File: src/rtl/apb_req_arbiter_if.sv
// APB-side bundle between apb_req_arbiter and the APB master/slave path.
// master: arbiter side (drives select/address/data); slave: responder side.
interface apb_req_arbiter_if #(
    parameter int ADDR_W = 32,
    parameter int DATA_W = 32
);
    logic              PSEL;
    logic              transfer;
    logic              PWRITE;
    logic [ADDR_W-1:0] PADDR;
    logic [DATA_W-1:0] PDATA;
    logic              PREADY;
    logic [DATA_W-1:0] PRDATA1;
    logic [DATA_W-1:0] PRDATA2;

    modport master (
        output PSEL, transfer, PWRITE, PADDR, PDATA,
        input  PREADY, PRDATA1, PRDATA2
    );

    modport slave (
        input  PSEL, transfer, PWRITE, PADDR, PDATA,
        output PREADY, PRDATA1, PRDATA2
    );
endinterface

File: src/rtl/apb_req_arbiter.sv
// Two-requester round-robin arbiter/sequencer in front of the APB master.
// Optional PREADY wait limit enabled by defining APB_ARB_TIMEOUT_EN.
module apb_req_arbiter #(
    parameter int ADDR_W  = 32,
    parameter int DATA_W  = 32,
    parameter int TIMEOUT = 16
) (
    input  logic                PCLK,
    input  logic                PRESET,
    input  logic                req0,
    input  logic                req1,
    input  logic                wr0,
    input  logic                wr1,
    input  logic [ADDR_W-1:0]   addr0,
    input  logic [ADDR_W-1:0]   addr1,
    input  logic [DATA_W-1:0]   wdata0,
    input  logic [DATA_W-1:0]   wdata1,
    output logic                gnt0,
    output logic                gnt1,
    output logic                done0,
    output logic                done1,
    output logic [2*DATA_W-1:0] rdata,
    output logic                err,
    apb_req_arbiter_if.master   apb
);
    typedef enum logic [1:0] {S_IDLE, S_BUSY, S_DONE} state_t;

    state_t state;
    logic   last_sel;   // requester served most recently; reset to 1 so req0 wins first
    logic   cur_sel;
    logic   pick;
    logic   timed_out;
    logic   busy_end;

`ifdef APB_ARB_TIMEOUT_EN
    localparam int unsigned CNT_W = (TIMEOUT > 1) ? $clog2(TIMEOUT) : 1;
    logic [CNT_W-1:0] tmo_cnt;
`endif

    always_comb begin
        pick = req1 && (!req0 || !last_sel);
    end

    always_comb begin
        timed_out = 1'b0;
`ifdef APB_ARB_TIMEOUT_EN
        timed_out = !apb.PREADY && (tmo_cnt == CNT_W'(TIMEOUT - 1));
`endif
        busy_end = apb.PREADY || timed_out;
    end

    always_ff @(posedge PCLK or negedge PRESET) begin
        if (!PRESET) begin
            state        <= S_IDLE;
            last_sel     <= 1'b1;
            cur_sel      <= 1'b0;
            gnt0         <= 1'b0;
            gnt1         <= 1'b0;
            done0        <= 1'b0;
            done1        <= 1'b0;
            rdata        <= '0;
            apb.PSEL     <= 1'b0;
            apb.transfer <= 1'b0;
            apb.PWRITE   <= 1'b0;
            apb.PADDR    <= '0;
            apb.PDATA    <= '0;
`ifdef APB_ARB_TIMEOUT_EN
            err          <= 1'b0;
            tmo_cnt      <= '0;
`endif
        end else begin
            done0 <= 1'b0;
            done1 <= 1'b0;
`ifdef APB_ARB_TIMEOUT_EN
            err   <= 1'b0;
`endif
            case (state)
                S_IDLE: begin
                    if (req0 || req1) begin
                        cur_sel      <= pick;
                        gnt0         <= !pick;
                        gnt1         <= pick;
                        apb.PADDR    <= pick ? addr1  : addr0;
                        apb.PWRITE   <= pick ? wr1    : wr0;
                        apb.PDATA    <= pick ? wdata1 : wdata0;
                        apb.PSEL     <= 1'b1;
                        apb.transfer <= 1'b1;
                        state        <= S_BUSY;
`ifdef APB_ARB_TIMEOUT_EN
                        tmo_cnt      <= '0;
`endif
                    end
                end
                S_BUSY: begin
                    if (busy_end) begin
                        // Completion (normal or timed out) is reported in DONE.
                        if (apb.PREADY && !apb.PWRITE)
                            rdata <= {apb.PRDATA1, apb.PRDATA2};
                        apb.PSEL     <= 1'b0;
                        apb.transfer <= 1'b0;
                        apb.PWRITE   <= 1'b0;
                        gnt0         <= 1'b0;
                        gnt1         <= 1'b0;
                        done0        <= !cur_sel;
                        done1        <= cur_sel;
                        state        <= S_DONE;
`ifdef APB_ARB_TIMEOUT_EN
                        err          <= timed_out;
`endif
                    end
`ifdef APB_ARB_TIMEOUT_EN
                    else begin
                        tmo_cnt <= tmo_cnt + 1'b1;
                    end
`endif
                end
                S_DONE: begin
                    last_sel <= cur_sel;
                    state    <= S_IDLE;
                end
                default: state <= S_IDLE;
            endcase
        end
    end

`ifndef APB_ARB_TIMEOUT_EN
    assign err = 1'b0;
`endif
endmodule

File: src/flat_wrapper.sv
// flat-port wrapper written by rule: the top's interface ports become plain ports
module apb_req_arbiter_flat 
#(
    parameter int ADDR_W  = 32,
    parameter int DATA_W  = 32,
    parameter int TIMEOUT = 16
)
  (PCLK, PRESET, req0, req1, wr0, wr1, addr0, addr1, wdata0, wdata1, gnt0, gnt1, done0, done1, rdata, err, apb_PSEL, apb_transfer, apb_PWRITE, apb_PADDR, apb_PDATA, apb_PREADY, apb_PRDATA1, apb_PRDATA2);
  apb_req_arbiter_if #(.ADDR_W(ADDR_W), .DATA_W(DATA_W)) apb_i ();
  input  logic PCLK;
  input  logic PRESET;
  input  logic req0;
  input  logic req1;
  input  logic wr0;
  input  logic wr1;
  input  logic [ADDR_W-1:0] addr0;
  input  logic [ADDR_W-1:0] addr1;
  input  logic [DATA_W-1:0] wdata0;
  input  logic [DATA_W-1:0] wdata1;
  output logic gnt0;
  output logic gnt1;
  output logic done0;
  output logic done1;
  output logic [2*DATA_W-1:0] rdata;
  output logic err;
  output wire logic [$bits(apb_i.PSEL)-1:0] apb_PSEL;
  output wire logic [$bits(apb_i.transfer)-1:0] apb_transfer;
  output wire logic [$bits(apb_i.PWRITE)-1:0] apb_PWRITE;
  output wire logic [$bits(apb_i.PADDR)-1:0] apb_PADDR;
  output wire logic [$bits(apb_i.PDATA)-1:0] apb_PDATA;
  input wire logic [$bits(apb_i.PREADY)-1:0] apb_PREADY;
  input wire logic [$bits(apb_i.PRDATA1)-1:0] apb_PRDATA1;
  input wire logic [$bits(apb_i.PRDATA2)-1:0] apb_PRDATA2;
  assign apb_PSEL = apb_i.PSEL;
  assign apb_transfer = apb_i.transfer;
  assign apb_PWRITE = apb_i.PWRITE;
  assign apb_PADDR = apb_i.PADDR;
  assign apb_PDATA = apb_i.PDATA;
  assign apb_i.PREADY = apb_PREADY;
  assign apb_i.PRDATA1 = apb_PRDATA1;
  assign apb_i.PRDATA2 = apb_PRDATA2;
  apb_req_arbiter #(.ADDR_W(ADDR_W), .DATA_W(DATA_W), .TIMEOUT(TIMEOUT)) u_core (.PCLK(PCLK), .PRESET(PRESET), .req0(req0), .req1(req1), .wr0(wr0), .wr1(wr1), .addr0(addr0), .addr1(addr1), .wdata0(wdata0), .wdata1(wdata1), .gnt0(gnt0), .gnt1(gnt1), .done0(done0), .done1(done1), .rdata(rdata), .err(err), .apb(apb_i));
endmodule
File: config.mk
export PLATFORM = sky130hd
export DESIGN_NAME = apb_req_arbiter_flat
export DESIGN_NICKNAME = d
export VERILOG_FILES = /design/src/rtl/apb_req_arbiter_if.sv /design/src/rtl/apb_req_arbiter.sv /design/src/flat_wrapper.sv
export SDC_FILE = /design/constraint.sdc
export NUM_CORES = 1
export LEC_CHECK = 0
export ABC_CLOCK_PERIOD_IN_PS = 4050
export BUFFER_PORTS_ARGS = -buffer_cell sky130_fd_sc_hd__buf_2
export CAP_MARGIN = 40
export CORE_AREA = 2 2 130 132
export CTS_CLUSTER_DIAMETER = 100
export DETAILED_ROUTE_END_ITERATION = 10
export DIE_AREA = 0 0 132 134
export HOLD_SLACK_MARGIN = 0.08
export PLACE_DENSITY = 0.7
export SETUP_SLACK_MARGIN = 0.1
export SYNTH_ARGS = -nofsm -noshare
export SYNTH_HDL_FRONTEND = slang
export SYNTH_SLANG_ARGS = --single-unit
export TNS_END_PERCENT = 1
File: constraint.sdc
create_clock -name PCLK -period 4.05 [get_ports PCLK]
set_clock_uncertainty 0.15 [all_clocks]
set_input_delay 0.2025 -clock PCLK [delete_from_list [all_inputs] [get_ports PCLK]]
set_output_delay 0.2025 -clock PCLK [all_outputs]
set_load 0.005 [all_outputs]
==> results of run 1 <==
==> cells by family after synthesis <==
group / share of synthesized area (%)
muxes: 37.5
DFF: 57.4
buffers and inverters: 2.74
and+or+nand+nor: 1.35
AOI/OAI and AO/OA: 0.977
other: 0.0623
==> cells in the mapped netlist <==
cell type	instances	area [um2]
dfrtp_1	137	3430
mux2_2	118	1330
mux2_1	60	676
mux2_4	16	240
buf_4	13	97.6
buf_2	6	30.0
buf_6	3	33.8
nand2_1	2	7.51
nand2b_1	2	12.5
nor2_1	2	7.51
o2bb2ai_1	2	17.5
a21boi_4	1	18.8
a22o_1	1	8.76
and2_1	1	6.26
conb_1	1	3.75
dfstp_2	1	26.3
inv_1	1	3.75
mux2i_1	1	10.0
nand3b_4	1	20.0
nor2_4	1	11.3
nor3_2	1	10.0
o21ai_0	1	5.00
o31a_1	1	8.76
or3_1	1	6.26
==> through the flow <==
stage | area, um2 | setup slack, ns | hold WS, ns
floorplan | 6020 | 2.36 | -0.243
global placement | 7870 | 2.00 | 0.0729
detailed placement | 7870 | 1.92 | 0.0813
==> impl_metrics.tcl, run 1 <==
set metrics [dict create \
    synth.distinct_cells 24 \
    cts-resized-gates 0 \
    yosys_register_bits 138 \
    tool.error "[ERROR RSZ-0060] Max buffer count reached." \
    status "aborted with a tool error" \
    clockBufferDepth 2 \
    postCtsHoldBufs 190 \
    netlist_area_mm2 0.00602 \
    io_buffers 333 \
    initial_core_util_pct 36.9 \
    cts.sinks 138 \
    syn_avg_cell_area_um2 16.1 \
    numCtsBuffers 17 \
    ys_seq_area_share_pct 57.4 \
    cts-root-buf "clkbuf_16" \
    synth_nets 573 \
    cts_setup_buffers 0 \
    die_x_um 132 \
    hpwl_mm 11.4 \
    ys_warn_count 0 \
    row_count 47 \
    stop_stage "clock tree synthesis" \
    syn_inst 374 \
    place_congestion 0.790 \
    htree_levels 4 \
    boundaryPins 335 \
    dp.cells 911 \
    die_h_um 134 \
]
==> inputs of run 2 (changes only) <==
CORE_AREA = unset   (was 2 2 130 132)
CORE_MARGIN = 2   (was unset)
CORE_UTILIZATION = 37   (was unset)
CTS_CLUSTER_DIAMETER = unset   (was 100)
DIE_AREA = unset   (was 0 0 132 134)
HOLD_SLACK_MARGIN = unset   (was 0.08)
PLACE_DENSITY = unset   (was 0.7)
PLACE_DENSITY_LB_ADDON = 0.15   (was unset)
SETUP_SLACK_MARGIN = unset   (was 0.1)
==> run 2 against run 1 <==
The flow now finishes without violations. Synthesized area did not move. Synthesized cell count unchanged.
==> impl_metrics.tcl, run 2 <==
set metrics [dict create \
    syn_avg_cell_area_um2 16.1 \
    pwr-share-seq_pct 38.3 \
    critical-path-slowest-cell "dlygate4sd3_1" \
    largest_reg_flops 64 \
    finalSetupTns_ns 0 \
    htree_levels 4 \
    syn_inst 374 \
    synth_nets 573 \
    clkTransAtPathRegs_ns 0.06 \
    crit_required_ns 4.20 \
    cts_tree "yes" \
    layout.nets 1070 \
    ir_drop_v 0.000332 \
    grt_usage_pct 20.1 \
    cpPeakStageDelay_ns 0.56 \
    wl_mm 17.3 \
    ys_seq_area_share_pct 57.4 \
    grt_util_met3_pct 7.64 \
    layout_commonest_cell "buf_2" \
    synth_top_cell_by_area "dfrtp_1" \
    fin_hold_ws_ns 0.0105 \
    wire_per_inst_um 15.7 \
    final_layout_size_suffix_gt1_share_pct 57.8 \
    boundaryPins 335 \
    row_count 46 \
    final_cell_mix "buf_2 (332), dlygate4sd3_1 (159), dfrtp_1 (137)" \
    powerDensity_mw_per_mm2 633 \
    rsz0062_at_grt "no" \
    synthTopCellsByArea "dfrtp_1 (57%), mux2_2 (22%), mux2_1 (11%)" \
    synth-async-reset-ratio_pct 100 \
    routed-via-count 4960 \
    dr.first_iter.drc_count 79 \
    cpMostUsedCell "mux2_2" \
    insertion_delay_ns 0.42 \
    ys_warn_count 0 \
    die-area_mm2 0.0173 \
    synth_edf_count 0 \
    yosys_register_bits 138 \
    ant_nets 0 \
    fin_crit_sh_pct 61.9 \
    arrival_ns 2.66 \
    p_clk_share_pct 23.9 \
    synthTopCellsByCount "dfrtp_1 (137), mux2_2 (118), mux2_1 (60)" \
    largest_register "u_core.rdata" \
    setup_viol 0 \
    combPwrFrac_pct 37.7 \
    finalHoldViolations 0 \
    netlist_area_mm2 0.00602 \
    dp.cells 909 \
    numCtsBuffers 17 \
    antenna_cells 0 \
    cp-start-kind "register" \
    first_pass_iters 4 \
    die_x_um 132 \
    grt.busiest_layer "met2" \
    path_max_fanout 42 \
    io_buffers 333 \
    grt_max_degree 92 \
    hpwl_mm 11.8 \
    leakage_nw 4.84 \
    synth_top_area_share_pct 57.0 \
    cts-root-buf "clkbuf_16" \
    cts.sinks 138 \
    grt_overflow 0 \
    ys.flop_type "dfrtp_1" \
    slew_headroom_pct 45.0 \
    worstSetupPathType "reg -> reg" \
    cp-end-kind "register" \
    area_growth_pct 67.2 \
    fmax_mhz 399 \
    period_needed_ns 2.51 \
    sw_frac_of_total_pct 30.4 \
    crit_path_cell_trace "a21boi_4 -> buf_4 -> mux2_2 -> dlygate4sd3_1 -> mux2_2" \
    tightest_slew_ns 0.822 \
    drcViolationCount 0 \
    met1_usage_pct 20.9 \
    drv_cap 0 \
    path_buf_inv 2 \
    initial_core_util_pct 37.9 \
    synth.distinct_cells 24 \
    fin_cells 1100 \
    grt_pass1_vias 5527 \
    antenna_found_initial 1 \
    clockBufferDepth 2 \
    yosysMostFrequentCell "dfrtp_1" \
    crit_family "buffers and inverters" \
    hold_class "in -> reg" \
    final-max-slew-violation-count 0 \
    rrSetupSlack_ns 1.54 \
    power.switching_mw 1.93 \
    status "completed" \
    drt-vias-per-instance 4.51 \
    globalRouteMet2Util_pct 36.2 \
    grt_pass1_wl_mm 27.4 \
    core_area_mm2 0.0159 \
    p_int_mw 4.44 \
    reg_top3 "u_core.rdata x64, u_core.apb.PADDR x32, u_core.apb.PDATA x32" \
    die_h_um 132 \
    place_congestion 0.800 \
]
==> run 2: worst reg2reg max path: cells and delay by family (launching register included) <==
kind / cells / cell delay, ns
mux: 2 / 0.67
buf+inv: 2 / 1.03
compound gates: 1 / 0.15
flops: 1 / 0.38
==> run 2: per-layer routing <==
| layer | vias up | wire, um | part of all wire (%) |
|---|---|---|---|
| met3 | 33 | 1460 | 8.4 |
| met1 | 2373 | 6460 | 37 |
| li1 | 2329 | - | - |
| met2 | 223 | 8970 | 52 |
| met5 | - | 16 | 0.092 |
| met4 | 2 | 422 | 2.4 |
==> run 2: cells by family after synthesis <==
group	count (synthesis)	synth area share, %
compound gates	6	0.977
buf+inv	23	2.74
flops	138	57.4
mux	195	37.5
other cells	1	0.0623
simple gates	11	1.35
==> run 2: cell type report <==
| type | count | area (um2) |
|---|---|---|
| fill | 1253 | 5820 |
| sequential | 138 | 3450 |
| timing repair buffer | 500 | 3340 |
| multi-input combinational | 213 | 2400 |
| clock buffer | 19 | 443 |
| tap | 216 | 270 |
| clock inverter | 13 | 144 |
| inverter | 1 | 3.75 |
==> run 2: final timing paths <==
path	end	startpoint	cells after the start
min in group asynchronous	u_core.apb.PDATA[15]	PRESET	2
max	u_core.apb.PADDR[2]	u_core.last_sel	5
max in group asynchronous	u_core.apb.PADDR[24]	PRESET	4
min	u_core.apb.PADDR[21]	addr1[21]	3
max reg2reg	u_core.apb.PADDR[2]	u_core.last_sel	5
min reg2reg	u_core.rdata[21]	u_core.rdata[21]	1
==> run 2: stage by stage <==
| step | power, mW | instance area, um2 | utilization [%] | setup slack [ns] |
|---|---|---|---|---|
| 3_5_place_dp | 4.72 | 7890 | 49.6 | 1.62 |
| 2_1_floorplan | 3.65 | 6020 | - | 2.36 |
| 6_report | 6.37 | 10100 | 63.4 | 1.54 |
| 5_1_grt | 6.78 | 10100 | 63.4 | 1.43 |
| 3_3_place_gp | 4.65 | 7860 | 49.5 | 1.74 |
| 4_1_cts | 6.45 | 10100 | 63.3 | 1.55 |
==> run 2: power groups by stage <==
| stage | clock network (mW) | registers [mW] | logic, mW |
|---|---|---|---|
| finish | 1.52 | 2.44 | 2.41 |
| global route | 1.62 | 2.54 | 2.62 |
| CTS | 1.57 | 2.44 | 2.44 |
| detailed placement | 0 | 2.45 | 2.27 |
| global placement | 0 | 2.43 | 2.22 |
| floorplan | 0 | 2.50 | 1.14 |
==> run 2: timing repair <==
action | CTS | global route
hold buffers | 158 | 1
resized for setup | 0 | 0
buffers inserted | 0 | 0
endpoints found under the hold margin | 219 | 1
No activity file was read; power rests on OpenSTA's default activity.
